File: config.mk
export PLATFORM = sky130hd
export DESIGN_NAME = sumdiff_decode_pipe
export DESIGN_NICKNAME = d
export VERILOG_FILES = /design/src/rtl/sumdiff_decode_pipe.sv
export SDC_FILE = /design/constraint.sdc
export NUM_CORES = 1
export LEC_CHECK = 0
export BUFFER_PORTS_ARGS = -buffer_cell sky130_fd_sc_hd__buf_2
export CORE_MARGIN = 1.5
export CORE_UTILIZATION = 58
export DETAILED_ROUTE_END_ITERATION = 8
export GPL_TIMING_DRIVEN = 0
export HOLD_SLACK_MARGIN = 0.05
export PLACE_DENSITY = 0.81
export RECOVER_POWER = 100
export SLEW_MARGIN = 20
export SYNTH_ARGS = -nofsm -noshare
export SYNTH_HDL_FRONTEND = slang
export SYNTH_SLANG_ARGS = --single-unit
File: constraint.sdc
create_clock -name clk -period 3 [get_ports clk]
set_clock_uncertainty 0.05 [all_clocks]
set_input_delay 0.6 -clock clk [delete_from_list [all_inputs] [get_ports clk]]
set_output_delay 0.6 -clock clk [all_outputs]
set_load 0.02 [all_outputs]
File: src/rtl/sumdiff_decode_pipe.sv
// Inverse add/sub butterfly: recovers A=(S+D)/2, B=(S-D)/2 from fixed-point sum/difference.
// Three-stage valid/ready pipeline: align, butterfly, rescale+clip.
module sumdiff_rescale #(
  parameter int IW = 20,
  parameter int IE = -12,
  parameter int OW = 16,
  parameter int OE = -8
) (
  input  logic signed [IW-1:0] x,
  output logic signed [OW-1:0] y,
  output logic                 sat
);
  localparam int RSH = (OE > IE) ? OE - IE : 0;
  localparam int LSH = (OE < IE) ? IE - OE : 0;
  localparam int XW  = IW + LSH;

  logic signed [XW-1:0] xs;
  // >>> on a signed operand floors toward -inf, which is the required rounding
  assign xs = (XW'(x) <<< LSH) >>> RSH;

  generate
    if (XW > OW) begin : g_clip
      localparam logic signed [OW-1:0] OMAX = {1'b0, {(OW-1){1'b1}}};
      localparam logic signed [OW-1:0] OMIN = {1'b1, {(OW-1){1'b0}}};
      always_comb begin
        sat = 1'b0;
        y   = xs[OW-1:0];
        if (xs > XW'(OMAX)) begin
          y   = OMAX;
          sat = 1'b1;
        end else if (xs < XW'(OMIN)) begin
          y   = OMIN;
          sat = 1'b1;
        end
      end
    end else begin : g_pass
      assign y   = OW'(xs);
      assign sat = 1'b0;
    end
  endgenerate
endmodule

module sumdiff_decode_pipe #(
  parameter int S_W = 18,
  parameter int S_E = -10,
  parameter int D_W = 19,
  parameter int D_E = -11,
  parameter int A_W = 16,
  parameter int A_E = -8,
  parameter int B_W = 17,
  parameter int B_E = -9
) (
  input  logic                  clk,
  input  logic                  rst_n,
  input  logic                  in_valid,
  output logic                  in_ready,
  input  logic signed [S_W-1:0] s_sig,
  input  logic signed [D_W-1:0] d_sig,
  output logic                  out_valid,
  input  logic                  out_ready,
  output logic signed [A_W-1:0] a_sig,
  output logic signed [B_W-1:0] b_sig,
  output logic                  sat_a,
  output logic                  sat_b,
  output logic                  sat_seen
);
  localparam int STAGES = 3;
  localparam int E_M    = (S_E < D_E) ? S_E : D_E;
  localparam int S_SH   = S_E - E_M;
  localparam int D_SH   = D_E - E_M;
  localparam int S_AW   = S_W + S_SH;
  localparam int D_AW   = D_W + D_SH;
  // one guard bit so s1+d1 and s1-d1 never wrap
  localparam int W      = ((S_AW > D_AW) ? S_AW : D_AW) + 1;
  localparam int E_I    = E_M - 1;

  logic [STAGES:1] vld_pipe, rdy;
  logic signed [W-1:0] s_ext, d_ext, s1, d1, p2, m2;
  logic signed [A_W-1:0] a_nx;
  logic signed [B_W-1:0] b_nx;
  logic sa_nx, sb_nx;

  assign rdy[3]    = !vld_pipe[3] || out_ready;
  assign rdy[2]    = !vld_pipe[2] || rdy[3];
  assign rdy[1]    = !vld_pipe[1] || rdy[2];
  assign in_ready  = rdy[1];
  assign out_valid = vld_pipe[3];

  assign s_ext = W'(s_sig) <<< S_SH;
  assign d_ext = W'(d_sig) <<< D_SH;

  // p,m carry exponent E_I = E_M-1, so the /2 costs nothing
  sumdiff_rescale #(.IW(W), .IE(E_I), .OW(A_W), .OE(A_E)) u_resc_a (
    .x(p2), .y(a_nx), .sat(sa_nx)
  );
  sumdiff_rescale #(.IW(W), .IE(E_I), .OW(B_W), .OE(B_E)) u_resc_b (
    .x(m2), .y(b_nx), .sat(sb_nx)
  );

  always_ff @(posedge clk or negedge rst_n) begin
    if (!rst_n) begin
      vld_pipe <= '0;
      s1       <= '0;
      d1       <= '0;
      p2       <= '0;
      m2       <= '0;
      a_sig    <= '0;
      b_sig    <= '0;
      sat_a    <= 1'b0;
      sat_b    <= 1'b0;
      sat_seen <= 1'b0;
    end else begin
      if (rdy[1]) begin
        vld_pipe[1] <= in_valid;
        if (in_valid) begin
          s1 <= s_ext;
          d1 <= d_ext;
        end
      end
      if (rdy[2]) begin
        vld_pipe[2] <= vld_pipe[1];
        if (vld_pipe[1]) begin
          p2 <= s1 + d1;
          m2 <= s1 - d1;
        end
      end
      if (rdy[3]) begin
        vld_pipe[3] <= vld_pipe[2];
        if (vld_pipe[2]) begin
          a_sig <= a_nx;
          b_sig <= b_nx;
          sat_a <= sa_nx;
          sat_b <= sb_nx;
        end
      end
      if (vld_pipe[3] && out_ready)
        sat_seen <= sat_seen | sat_a | sat_b;
    end
  end
endmodule
### After elaboration in Yosys (flattened, before gate mapping)

Cells that the tools add are included.

* register bits: 116
* bits of input ports: 41
* output and inout bits: 38
* logic and storage cells: 38

* add/subtract/negate cells: 2
* order comparisons: 4
* muxes and demuxes: 8
* bitwise gates (word level): 2
* reduce and logical (&&, ||, !) cells: 10

Operator list (number)
* 17-bit 2-to-1 mux: 2
* 16-bit 2-to-1 mux: 2
* 19-bit by 19-bit adder with 20-bit output: 1
* 19-bit by 19-bit subtractor with 20-bit output: 1
* 17-bit > comparator, second input constant: 1
* 17-bit less-than comparator, second input constant: 1
* 16-bit > comparator, second input constant: 1
* 16-bit less-than comparator, second input constant: 1
* 2-bit AND reduction: 3
* 1-bit 2-to-1 mux: 4
* 1-bit logical NOT: 3
* 1-bit logical OR: 3
* 1-bit OR: 2
* 1-bit logical AND: 1

### Depth between registers and ports, before layout

Gate-level depths: netlist (run 1).

* word-level depth: 5
* depth in mapped cells: 10
* depth with buffers taken out: 9

### Cells and area by module

A second synthesis (run 1) with hierarchy kept.

* cells, all modules: 622
* area total of the unflattened synthesis: 6441.2 um2

By module, submodules not included
* sumdiff_decode_pipe: times used 1, cells an instance 585, area each 6294.8 um2, sequential area each 2877.8 um2
* sumdiff_rescale at u_resc_b: times used 1, cells an instance 19, area each 75.1 um2, sequential area each 0.0 um2
* sumdiff_rescale at u_resc_a: times used 1, cells an instance 18, area each 71.3 um2, sequential area each 0.0 um2

### Worst setup path before layout (run 1)

OpenSTA, ideal clock, no wires.

* path kind: register to register
* from: reg s1[5]
* to: reg m2[17]
* library setup time: 0.092 ns
* data arrival time: 2.068 ns
* required time: 2.858 ns
* setup slack: 0.790 ns
* cell stages (with the launch flop): 10
* buffers on the path: 1
* period minus slack after synthesis: 2.210 ns
* path through: dfrtp_1 > ha_1 > buf_6 > a211oi_2 > o21bai_1 > nor4_4 > or2_4 > nor4_1 > o21a_1 > o31ai_2

* longest elaborated chain between the ends: 1

Ends and longest elaborated chain
* from (decl): line 78 `logic signed [W-1:0] s_ext, d_ext, s1, d1, p2, m2;`
* from (signal assigned): line 116 `s1 <= s_ext;`
* 19-bit by 19-bit subtractor with 20-bit output: line 124 `m2 <= s1 - d1;`
* to (signal assigned): line 124
* to (decl): line 78

Every way passes these cells.
A chain may end at the register's enable or synchronous reset.

### Worst setup path after layout (run 1)

* from: reg d1[4]
* to: reg p2[16]

* longest elaborated chain between the ends: 1

Ends and longest elaborated chain
* from (decl): line 78
* from (signal assigned): line 117 `d1 <= d_ext;`
* 19-bit by 19-bit adder with 20-bit output: line 123 `p2 <= s1 + d1;`
* to (signal assigned): line 123
* to (decl): line 78

Every way passes these cells.

==> results.sh, run 1 <==
export IMPL_status="finished, violations left"
export IMPL_violations="capacitance limit, slew limit"
export IMPL_fillCellCount=788
export IMPL_synth_fa_ha_area_share_pct=8.075
export IMPL_cts_hold_buf=0
export IMPL_hold_viol_final=0
export IMPL_cpMaxStageDelayCell="o41ai_1"
export IMPL_seqPwrFrac_pct=44.0
export IMPL_critical_path_class="flip-flop to flip-flop"
export IMPL_drt_iter0_drc=184
export IMPL_worstPathCellList="inv_1, ha_1, nor3_1, o211ai_1, a31oi_1, a311oi_1, o41ai_1, xnor2_1, o21ai_1"
export IMPL_die_w_um=101.1
export IMPL_grt_pass1_wl_um=18460
export IMPL_n_antenna_cell=0
export IMPL_routed_via_count=3870
export IMPL_synth_flop_cell="dfrtp_1"
export IMPL_vias_per_cell=5.405
export IMPL_cts_tree="built"
export IMPL_timing_rr_end="p2[16]$_DFFE_PN0P_"
export IMPL_period_share_pct=90.86
export IMPL_worstSetupPathDepth=9
export IMPL_yosys_register_bits=109
export IMPL_cp_end_kind="flip-flop"
export IMPL_place_gp_congestion=0.8253
export IMPL_dpl_hpwl_um=8800
export IMPL_layout_drive_gt1_share_pct=21.12
export IMPL_fin_cells=716
export IMPL_firstDrtPassIters=4
export IMPL_antenna_left=0
export IMPL_grt_start_max_net_pins=76
export IMPL_setup_violations=0
export IMPL_place_port_buffers=78
export IMPL_cp_start_kind="flip-flop"
export IMPL_setup_tns_final_ps=0
export IMPL_final_cell_mix="109 x dfrtp_1, 58 x clkbuf_1, 56 x mux2_2"
export IMPL_fmax_mhz=366.9
export IMPL_numCtsBuffers=9
export IMPL_combPwrFrac_pct=39.5
export IMPL_post_drt_wl_per_cell_um=15.81
export IMPL_yosysSeqAreaShare_pct=48.90
export IMPL_period_minus_slack_ps=2726
export IMPL_grt_pass1_vias=3772
export IMPL_h_tree_depth=3
export IMPL_grt_usage_pct=23.09
export IMPL_swShare_pct=39.68
export IMPL_cts_setup_buffers=0
export IMPL_synthMuxAreaShare_pct=14.13
export IMPL_drc=0
export IMPL_cts_root_buf="clkbuf_8"
export IMPL_syn_area_per_cell_um2=11.34
export IMPL_cts_buffer_depth=2
export IMPL_grt_overflow_total=0
export IMPL_antenna_found_initial=0
export IMPL_ff_latch_area_um2=2728
export IMPL_clk_latency_ps=370
export IMPL_slew_headroom_pct=-30.50
export IMPL_r2r_start="d1[4]$_DFFE_PN0P_"
export IMPL_ff2ff_setup_slack_ps=270
export IMPL_syn_area_um2=5578
export IMPL_worst_slack_ps=274.3
export IMPL_intPower_mw=3.118
export IMPL_initial_core_util_pct=60.08
export IMPL_synth_edff_count=0
export IMPL_cts_resized=0
export IMPL_rows=35
export IMPL_rsz0062_at_grt="no"
export IMPL_async_flop_share_pct=100.0
export IMPL_placed_area_um2=6163
export IMPL_irDropWorstVdd_v=0.0003300
export IMPL_synthXorXnorAreaFrac_pct=3.926
export IMPL_dp_slack_ps=468.9
export IMPL_worst_slew_pin_slew_ps=1957
export IMPL_cts_sinks=109
export IMPL_crit_arrival_ps=2930
export IMPL_reg2regPathDepth=9
export IMPL_finalInstanceArea_um2=6233
export IMPL_worstHoldEndpoint="vld_pipe[1]$_DFFE_PN0N_"
export IMPL_area_delta_synth_final_pct=11.75
export IMPL_wl_um=11320
export IMPL_die_y_um=101.1
export IMPL_io_pin_count=79
export IMPL_num_nets_final=659
export IMPL_path_max_fanout=7
export IMPL_synth_top_family_by_area="multiplexers"
export IMPL_cp_slowest_stage_delay_ps=450
export IMPL_syn_instance_count=492
export IMPL_required_ps=3210
export IMPL_dp_cells=700
export IMPL_p_leak_nw=2.803
export IMPL_powerDensity_nw_per_um2=829.2
export IMPL_clkTransAtPathRegs_ps=110
export IMPL_core_area_um2=9284
export IMPL_hold_class="primary input to flip-flop"
export IMPL_synth_yosys_warnings=0
export IMPL_clockPowerShare_pct=16.5
export IMPL_multi_input_area_um2=2580
export IMPL_synth_cell_type_count=57
export IMPL_synth_simple_gate_area_share_pct=8.793
export IMPL_mostFrequentLayoutCell="dfrtp_1"
export IMPL_slew_viol_final=35
export IMPL_power_mw=5.169
export IMPL_cap_violations=1
export IMPL_cp_num_buf_inv=1
export IMPL_hp_start="in_valid"
export IMPL_synth_compound_area_share_pct=12.34
export IMPL_whs_path_depth=2
export IMPL_die_area_um2=10210
export IMPL_synth_fp_nets=569
export IMPL_critPathTopFamily="compound AO/OA/AOI/OAI gates"
export IMPL_power_switching_mw=2.051
registers in the layout, summed over array words and instances (netlist names):
signal,flops
vld_pipe,3
sat_b,1
a_sig,16
sat_seen,1
d1,19
sat_a,1
m2,17
b_sig,17
p2,16
s1,18
cell usage after synthesis, types with 3 or more instances:
master | number | area, um^2
dfrtp_1 | 109 | 2728
mux2_2 | 56 | 630.6
nand2_1 | 41 | 153.9
ha_1 | 36 | 450.4
inv_1 | 28 | 105.1
o21ai_1 | 20 | 100.1
xnor2_1 | 20 | 175.2
nor2_1 | 18 | 67.56
a21oi_1 | 16 | 80.08
o21ai_0 | 15 | 75.07
mux2_1 | 14 | 157.7
clkbuf_1 | 12 | 45.04
o21bai_1 | 9 | 67.56
nand3_1 | 8 | 40.04
nor3_1 | 7 | 35.03
buf_2 | 6 | 30.03
nand2b_1 | 6 | 37.54
nor2b_1 | 5 | 31.28
o211ai_1 | 5 | 37.54
o31ai_1 | 5 | 37.54
xor2_1 | 5 | 43.79
buf_1 | 3 | 11.26
nand4_1 | 3 | 18.77
nor4_1 | 3 | 18.77
o21a_1 | 3 | 22.52
power groups by stage:
stage	clock (mW)	combinational [mW]	sequential (mW)
4_1_cts	0.868	2.16	2.27
6_report	0.854	2.04	2.27
3_3_place_gp	0	2.08	2.26
5_1_grt	0.923	2.23	2.34
2_1_floorplan	0	1.29	2.49
3_5_place_dp	0	2.15	2.30
routing by layer:
layer	wire length [um]	track usage [%]	up-vias	share of wire, %
met5	0	0	-	0
met4	101	5.235	0	0.89
met3	478	3.259	10	4.2
met2	5257	36.71	94	46
met1	5483	33.77	1868	48
li1	-	-	1898	-
how the worst max path moves through the flow:
stage / start / end / slack (ps)
2_1_floorplan: s1[5]$_DFFE_PN0P_ / m2[17]$_DFFE_PN0P_ / 790
3_3_place_gp: rst_n / b_sig[15]$_DFFE_PN0P_ / 170
3_5_place_dp: d1[6]$_DFFE_PN0P_ / p2[18]$_DFFE_PN0P_ / 470
4_1_cts: d1[6]$_DFFE_PN0P_ / p2[18]$_DFFE_PN0P_ / 440
5_1_grt: d1[4]$_DFFE_PN0P_ / p2[16]$_DFFE_PN0P_ / 150
6_report: d1[4]$_DFFE_PN0P_ / p2[16]$_DFFE_PN0P_ / 270
area by class of cell:
type	instances	area share, %
Buffer	23	1.626
Clock inverter	6	0.9233
Timing Repair Buffer	79	5.921
Inverter	29	1.746
Sequential cell	109	43.76
Multi-Input combinational cell	331	41.39
Clock buffer	10	2.047
Tap cell	129	2.589
kinds of logic (layout without fill, tap and decap cells):
family | count (synthesis) | count (layout)
buffers and inverters | 52 | 147
muxes | 70 | 70
AOI/OAI and AO/OA | 99 | 99
adders and majority gates | 36 | 36
xor gates and xnor gates | 25 | 25
DFF | 109 | 109
and+or+nand+nor | 101 | 101
stage by stage:
stage | util [%] | hold slack [ps]
final | 67.14 | 373.1
after global routing | 67.14 | 376.1
after CTS | 68.38 | 58.14
after detailed placement | 66.39 | 414.2
after global placement | 66.02 | 396.8
after floorplan | - | 254.4
(Power assumes the default switching activity.)
==> inputs of run 2 (changes only) <==
--- a/config.mk
+++ b/config.mk
@@ -6,6 +6,7 @@
 export NUM_CORES = 1
 export LEC_CHECK = 0
 export BUFFER_PORTS_ARGS = -buffer_cell sky130_fd_sc_hd__buf_2
+export CORE_ASPECT_RATIO = 1.25
 export CORE_MARGIN = 1.5
 export CORE_UTILIZATION = 58
 export DETAILED_ROUTE_END_ITERATION = 8
@@ -13,6 +14,7 @@
 export HOLD_SLACK_MARGIN = 0.05
 export PLACE_DENSITY = 0.81
 export RECOVER_POWER = 100
+export SKIP_CTS_REPAIR_TIMING = 1
 export SLEW_MARGIN = 20
 export SYNTH_ARGS = -nofsm -noshare
 export SYNTH_HDL_FRONTEND = slang
==> run 2 against run 1 <==
  * The run still ends with capacitance limit, slew limit left
  * Cell count decreased by 0.84%
  * Global-route usage increased by 0.48 points
  * Combinational power is essentially flat
  * Design area up 1.7%
  * Wire length down 0.16%
  * Total power grew 5.6%
  * Non-clock buffer count unchanged
  * Count of clock-buffer cells in the layout is 2 higher
  * Sequential power about the same
  * Worst hold slack better by 32 ps
  * Register-to-register slack hardly changed
  * Critical endpoint unchanged
  * Highest routed layer unchanged
==> results.sh, run 2 (synthesized netlist as in run 1, its figures left out) <==
export IMPL_fin_util_pct=68.74
export IMPL_cp_end_kind="flip-flop"
export IMPL_cpMaxStageDelayCell="o41ai_1"
export IMPL_dp_cells=694
export IMPL_powerDensity_nw_per_um2=860.6
export IMPL_antenna_left=0
export IMPL_firstDrtPassIters=4
export IMPL_ff2ff_setup_slack_ps=280
export IMPL_irDropWorstVdd_v=0.0003738
export IMPL_setup_violations=0
export IMPL_grt_pass1_vias=3889
export IMPL_final_cell_mix="109 x dfrtp_1, 59 x clkbuf_1, 55 x mux2_2"
export IMPL_violations="capacitance limit, slew limit"
export IMPL_core_area_um2=9223
export IMPL_multi_input_area_um2=2596
export IMPL_cap_violations=1
export IMPL_r2r_start="d1[6]$_DFFE_PN0P_"
export IMPL_worst_slew_pin_slew_ps=2051
export IMPL_die_y_um=112.6
export IMPL_cts_sinks=109
export IMPL_power_mw=5.456
export IMPL_setup_tns_final_ps=0
export IMPL_num_nets_final=659
export IMPL_rsz0062_at_grt="no"
export IMPL_clkTransAtPathRegs_ps=70
export IMPL_whs_path_depth=2
export IMPL_timing_hold_ws_ps=404.9
export IMPL_wl_um=11300
export IMPL_cp_num_buf_inv=2
export IMPL_drc=0
export IMPL_p_leak_nw=2.853
export IMPL_status="finished, violations left"
export IMPL_vias_per_cell=5.558
export IMPL_die_w_um=90.72
export IMPL_period_share_pct=90.72
export IMPL_hold_class="primary input to flip-flop"
export IMPL_hold_viol_final=0
export IMPL_largest_register_ffs=19
export IMPL_fmax_mhz=367.4
export IMPL_wl_met2_um=5400
export IMPL_worstPathCellList="inv_1, ha_1, buf_4, nor2_1, o211ai_1, a31oi_1, a311oi_1, o41ai_1, xnor2_1, o21ai_1"
export IMPL_dr_wl_met3_um=505
export IMPL_area_delta_synth_final_pct=13.66
export IMPL_cts_buffer_depth=2
export IMPL_place_port_buffers=78
export IMPL_grt_overflow_total=0
export IMPL_reg2regPathDepth=10
export IMPL_cp_slowest_stage_delay_ps=410
export IMPL_fin_cells=710
export IMPL_cts_root_buf="clkbuf_16"
export IMPL_critPathTopFamily="compound AO/OA/AOI/OAI gates"
export IMPL_period_minus_slack_ps=2721
export IMPL_slew_headroom_pct=-36.77
export IMPL_finalInstanceArea_um2=6340
export IMPL_dpl_hpwl_um=8637
export IMPL_die_area_um2=10220
export IMPL_layout_drive_gt1_share_pct=21.12
export IMPL_ff_latch_area_um2=2728
export IMPL_post_drt_wl_per_cell_um=15.92
export IMPL_placed_area_um2=6156
export IMPL_timing_rr_end="p2[16]$_DFFE_PN0P_"
export IMPL_grt_usage_pct=23.57
export IMPL_highest_layer="met4"
export IMPL_drt_met1_wl_um=5167
export IMPL_regMostFlops="d1"
export IMPL_dp_slack_ps=449.3
export IMPL_hp_start="d_sig[2]"
export IMPL_path_max_fanout=9
export IMPL_critical_path_class="flip-flop to flip-flop"
export IMPL_slew_viol_final=43
export IMPL_required_ps=3170
export IMPL_n_antenna_cell=0
export IMPL_worstHoldEndpoint="d1[2]$_DFFE_PN0P_"
export IMPL_worst_slack_ps=278.5
export IMPL_grt_start_max_net_pins=68
export IMPL_drt_iter0_drc=204
export IMPL_place_gp_congestion=0.8662
export IMPL_clk_latency_ps=350
export IMPL_crit_arrival_ps=2890
export IMPL_numCtsBuffers=9
export IMPL_mostFrequentLayoutCell="dfrtp_1"
export IMPL_antenna_found_initial=0
export IMPL_top_regs="d1 x19, s1 x18"
export IMPL_h_tree_depth=3
export IMPL_initial_core_util_pct=60.48
export IMPL_rows=39
export IMPL_io_pin_count=79
export IMPL_routed_via_count=3946
export IMPL_cts_tree="built"
export IMPL_grt_pass1_wl_um=18970
export IMPL_fillCellCount=743
export IMPL_cp_start_kind="flip-flop"
run 2: worst reg2reg max path: cells and delay by family (launching register included):
| kind | cells | cell delay [ps] |
|---|---|---|
| compound gates | 5 | 1280 |
| fa+ha+maj | 1 | 270 |
| xor+xnor | 1 | 210 |
| flops | 1 | 380 |
| simple gates | 1 | 190 |
| buf+inv | 2 | 220 |
run 2: metal layers:
metal	vias to the layer above	GRT usage (%)
li1	1915	-
met1	1904	32.62
met2	110	37.69
met3	17	2.846
met4	0	10.05
met5	-	0
run 2: worst max-delay path by stage:
stage	cells past startpoint	to	slack, ps	start
detailed placement	10	p2[18]$_DFFE_PN0P_	450	d1[6]$_DFFE_PN0P_
CTS	10	p2[18]$_DFFE_PN0P_	390	d1[6]$_DFFE_PN0P_
global placement	1	s1[15]$_DFFE_PN0P_	170	rst_n
global route	9	m2[17]$_DFFE_PN0P_	100	d1[3]$_DFFE_PN0P_
finish	10	p2[16]$_DFFE_PN0P_	280	d1[6]$_DFFE_PN0P_
floorplan	9	m2[17]$_DFFE_PN0P_	790	s1[5]$_DFFE_PN0P_
run 2: report_power, final:
group          internal, mW  switching, mW
combinational         0.830           1.22
sequential             1.98          0.301
clock                 0.593          0.537
total                  3.40           2.06
run 2: area by class of cell:
type | count | share of cell area (%)
flip-flops and latches | 109 | 43.02
inverters | 29 | 1.717
plain buffers | 23 | 1.599
multi-input cells | 331 | 40.95
clock buffers | 12 | 3.888
well taps | 123 | 2.427
clock inverters | 4 | 0.4934
repair buffers | 79 | 5.901
==> inputs of run 3 (changes only) <==
--- a/config.mk
+++ b/config.mk
@@ -13,7 +13,7 @@
 export GPL_TIMING_DRIVEN = 0
 export HOLD_SLACK_MARGIN = 0.05
 export PLACE_DENSITY = 0.81
-export RECOVER_POWER = 100
+export RECOVER_POWER = 50
 export SKIP_CTS_REPAIR_TIMING = 1
 export SLEW_MARGIN = 20
 export SYNTH_ARGS = -nofsm -noshare
==> run 3 against run 2 <==
  * The run still ends with capacitance limit, slew limit left
  * Count of clock-buffer cells in the layout unchanged
  * Clock power about the same
  * Worst setup slack better by 110 ps
  * Sequential cell count is the same
  * Combinational power rose by 4%
  * Sequential share of layout area is 0.53 points lower
  * Via count fell by 0.28%
  * Largest cell class unchanged
==> results.sh, run 3 (synthesized netlist as in run 1, its figures left out) <==
export IMPL_irDropWorstVdd_v=0.0003724
export IMPL_grt_pass1_vias=3889
export IMPL_antenna_found_initial=0
export IMPL_worstHoldEndpoint="d1[2]$_DFFE_PN0P_"
export IMPL_dpl_hpwl_um=8637
export IMPL_cts_buffer_depth=2
export IMPL_num_nets_final=659
export IMPL_mostFrequentLayoutCell="dfrtp_1"
export IMPL_core_area_um2=9223
export IMPL_setup_tns_final_ps=0
export IMPL_ff2ff_setup_slack_ps=380
export IMPL_initial_core_util_pct=60.48
export IMPL_die_w_um=90.72
export IMPL_violations="capacitance limit, slew limit"
export IMPL_seqPwrFrac_pct=41.0
export IMPL_place_port_buffers=78
export IMPL_setup_violations=0
export IMPL_required_ps=3160
export IMPL_swShare_pct=37.45
export IMPL_hp_start="d_sig[2]"
export IMPL_place_gp_congestion=0.8662
export IMPL_post_drt_wl_per_cell_um=15.93
export IMPL_n_antenna_cell=0
export IMPL_crit_arrival_ps=2770
export IMPL_numCtsBuffers=9
export IMPL_p_leak_nw=2.960
export IMPL_placed_area_um2=6156
export IMPL_whs_path_depth=2
export IMPL_grt_usage_pct=23.57
export IMPL_final_cell_mix="109 x dfrtp_1, 72 x buf_2, 56 x mux2_2"
export IMPL_h_tree_depth=3
export IMPL_grt_pass1_wl_um=18970
export IMPL_cts_tree="built"
export IMPL_drc=0
export IMPL_cap_violations=1
export IMPL_clkTransAtPathRegs_ps=70
export IMPL_cp_start_kind="flip-flop"
export IMPL_hold_viol_final=0
export IMPL_largest_register_ffs=19
export IMPL_reg2regPathDepth=10
export IMPL_powerDensity_nw_per_um2=862.3
export IMPL_dp_cells=694
export IMPL_rsz0062_at_grt="no"
export IMPL_path_max_fanout=9
export IMPL_r2r_start="d1[6]$_DFFE_PN0P_"
export IMPL_clockPowerShare_pct=20.3
export IMPL_antenna_left=0
export IMPL_cts_root_buf="clkbuf_16"
export IMPL_worst_slew_pin_slew_ps=2043
export IMPL_power_mw=5.535
export IMPL_layout_drive_gt1_share_pct=27.43
export IMPL_combPwrFrac_pct=38.6
export IMPL_wl_um=11310
export IMPL_power_switching_mw=2.073
export IMPL_rows=39
export IMPL_slew_viol_final=43
export IMPL_grt_overflow_total=0
export IMPL_status="finished, violations left"
export IMPL_die_area_um2=10220
export IMPL_intPower_mw=3.462
export IMPL_period_minus_slack_ps=2615
export IMPL_finalInstanceArea_um2=6419
export IMPL_grt_start_max_net_pins=68
export IMPL_clk_latency_ps=350
export IMPL_drt_iter0_drc=185
export IMPL_fmax_mhz=382.3
export IMPL_fin_util_pct=69.60
export IMPL_hold_class="primary input to flip-flop"
export IMPL_cp_end_kind="flip-flop"
export IMPL_area_delta_synth_final_pct=15.07
export IMPL_regMostFlops="d1"
export IMPL_firstDrtPassIters=4
export IMPL_die_y_um=112.6
export IMPL_top_regs="d1 x19, s1 x18"
export IMPL_fin_cells=710
export IMPL_critical_path_class="flip-flop to flip-flop"
export IMPL_slew_headroom_pct=-36.18
export IMPL_timing_rr_end="p2[18]$_DFFE_PN0P_"
export IMPL_routed_via_count=3935
export IMPL_period_share_pct=87.18
export IMPL_cts_sinks=109
export IMPL_io_pin_count=79
export IMPL_vias_per_cell=5.542
-- run 3: changes by cell type in the layout (fill, tap and decap cells not counted), sizes merged --
| cell | before | now |
|---|---|---|
| clkbuf | 69 | 35 |
| buf | 44 | 78 |
-- run 3: per-layer routing --
metal  wire [um]  track usage, %
met2        5373           37.69
met3         397           2.846
met1        5303           32.62
met5           0               0
met4         238           10.05
-- run 3: worst max-delay path, cell delays in order, from the launching register on --
cell and delay (ps):
dfrtp_1 380, inv_1 50, ha_1 270, buf_4 160, nor2_1 80, a221oi_2 320, a31oi_2 220, a31oi_1 400
o221ai_1 220, xnor2_1 220, o21ai_1 100
-- run 3: final cells by class --
cell class                      count  area, um^2
Inverter                           29       108.9
Fill cell                         711        2804
Buffer                             23       105.1
Sequential cell                   109        2728
Clock inverter                      4       31.28
Multi-Input combinational cell    331        2636
Clock buffer                       12       246.5
Timing Repair Buffer               79       409.1
Tap cell                          123       153.9
-- run 3: power groups by stage --
stage	Sequential (mW)	Combinational [mW]	Clock, mW
6_report	2.27	2.14	1.13
4_1_cts	2.27	2.16	1.14
5_1_grt	2.34	2.33	1.21
3_3_place_gp	2.26	2.08	0
3_5_place_dp	2.30	2.14	0
2_1_floorplan	2.49	1.29	0
-- run 3: through the flow --
stage,hold slack [ps],worst slack [ps]
floorplan,254.4,790.3
global placement,396.7,171.6
detailed placement,413.5,449.3
CTS,124.7,386.5
global route,420.5,192.2
finish,407.8,384.6
-- run 3: worst max-delay path by stage --
stage	depth (start not counted)	start	endpoint	slack (ps)
finish	10	d1[6]$_DFFE_PN0P_	p2[18]$_DFFE_PN0P_	380
global route	10	d1[6]$_DFFE_PN0P_	p2[18]$_DFFE_PN0P_	190
CTS	10	d1[6]$_DFFE_PN0P_	p2[18]$_DFFE_PN0P_	390
detailed placement	10	d1[6]$_DFFE_PN0P_	p2[18]$_DFFE_PN0P_	450
global placement	1	rst_n	s1[15]$_DFFE_PN0P_	170
floorplan	9	s1[5]$_DFFE_PN0P_	m2[17]$_DFFE_PN0P_	790
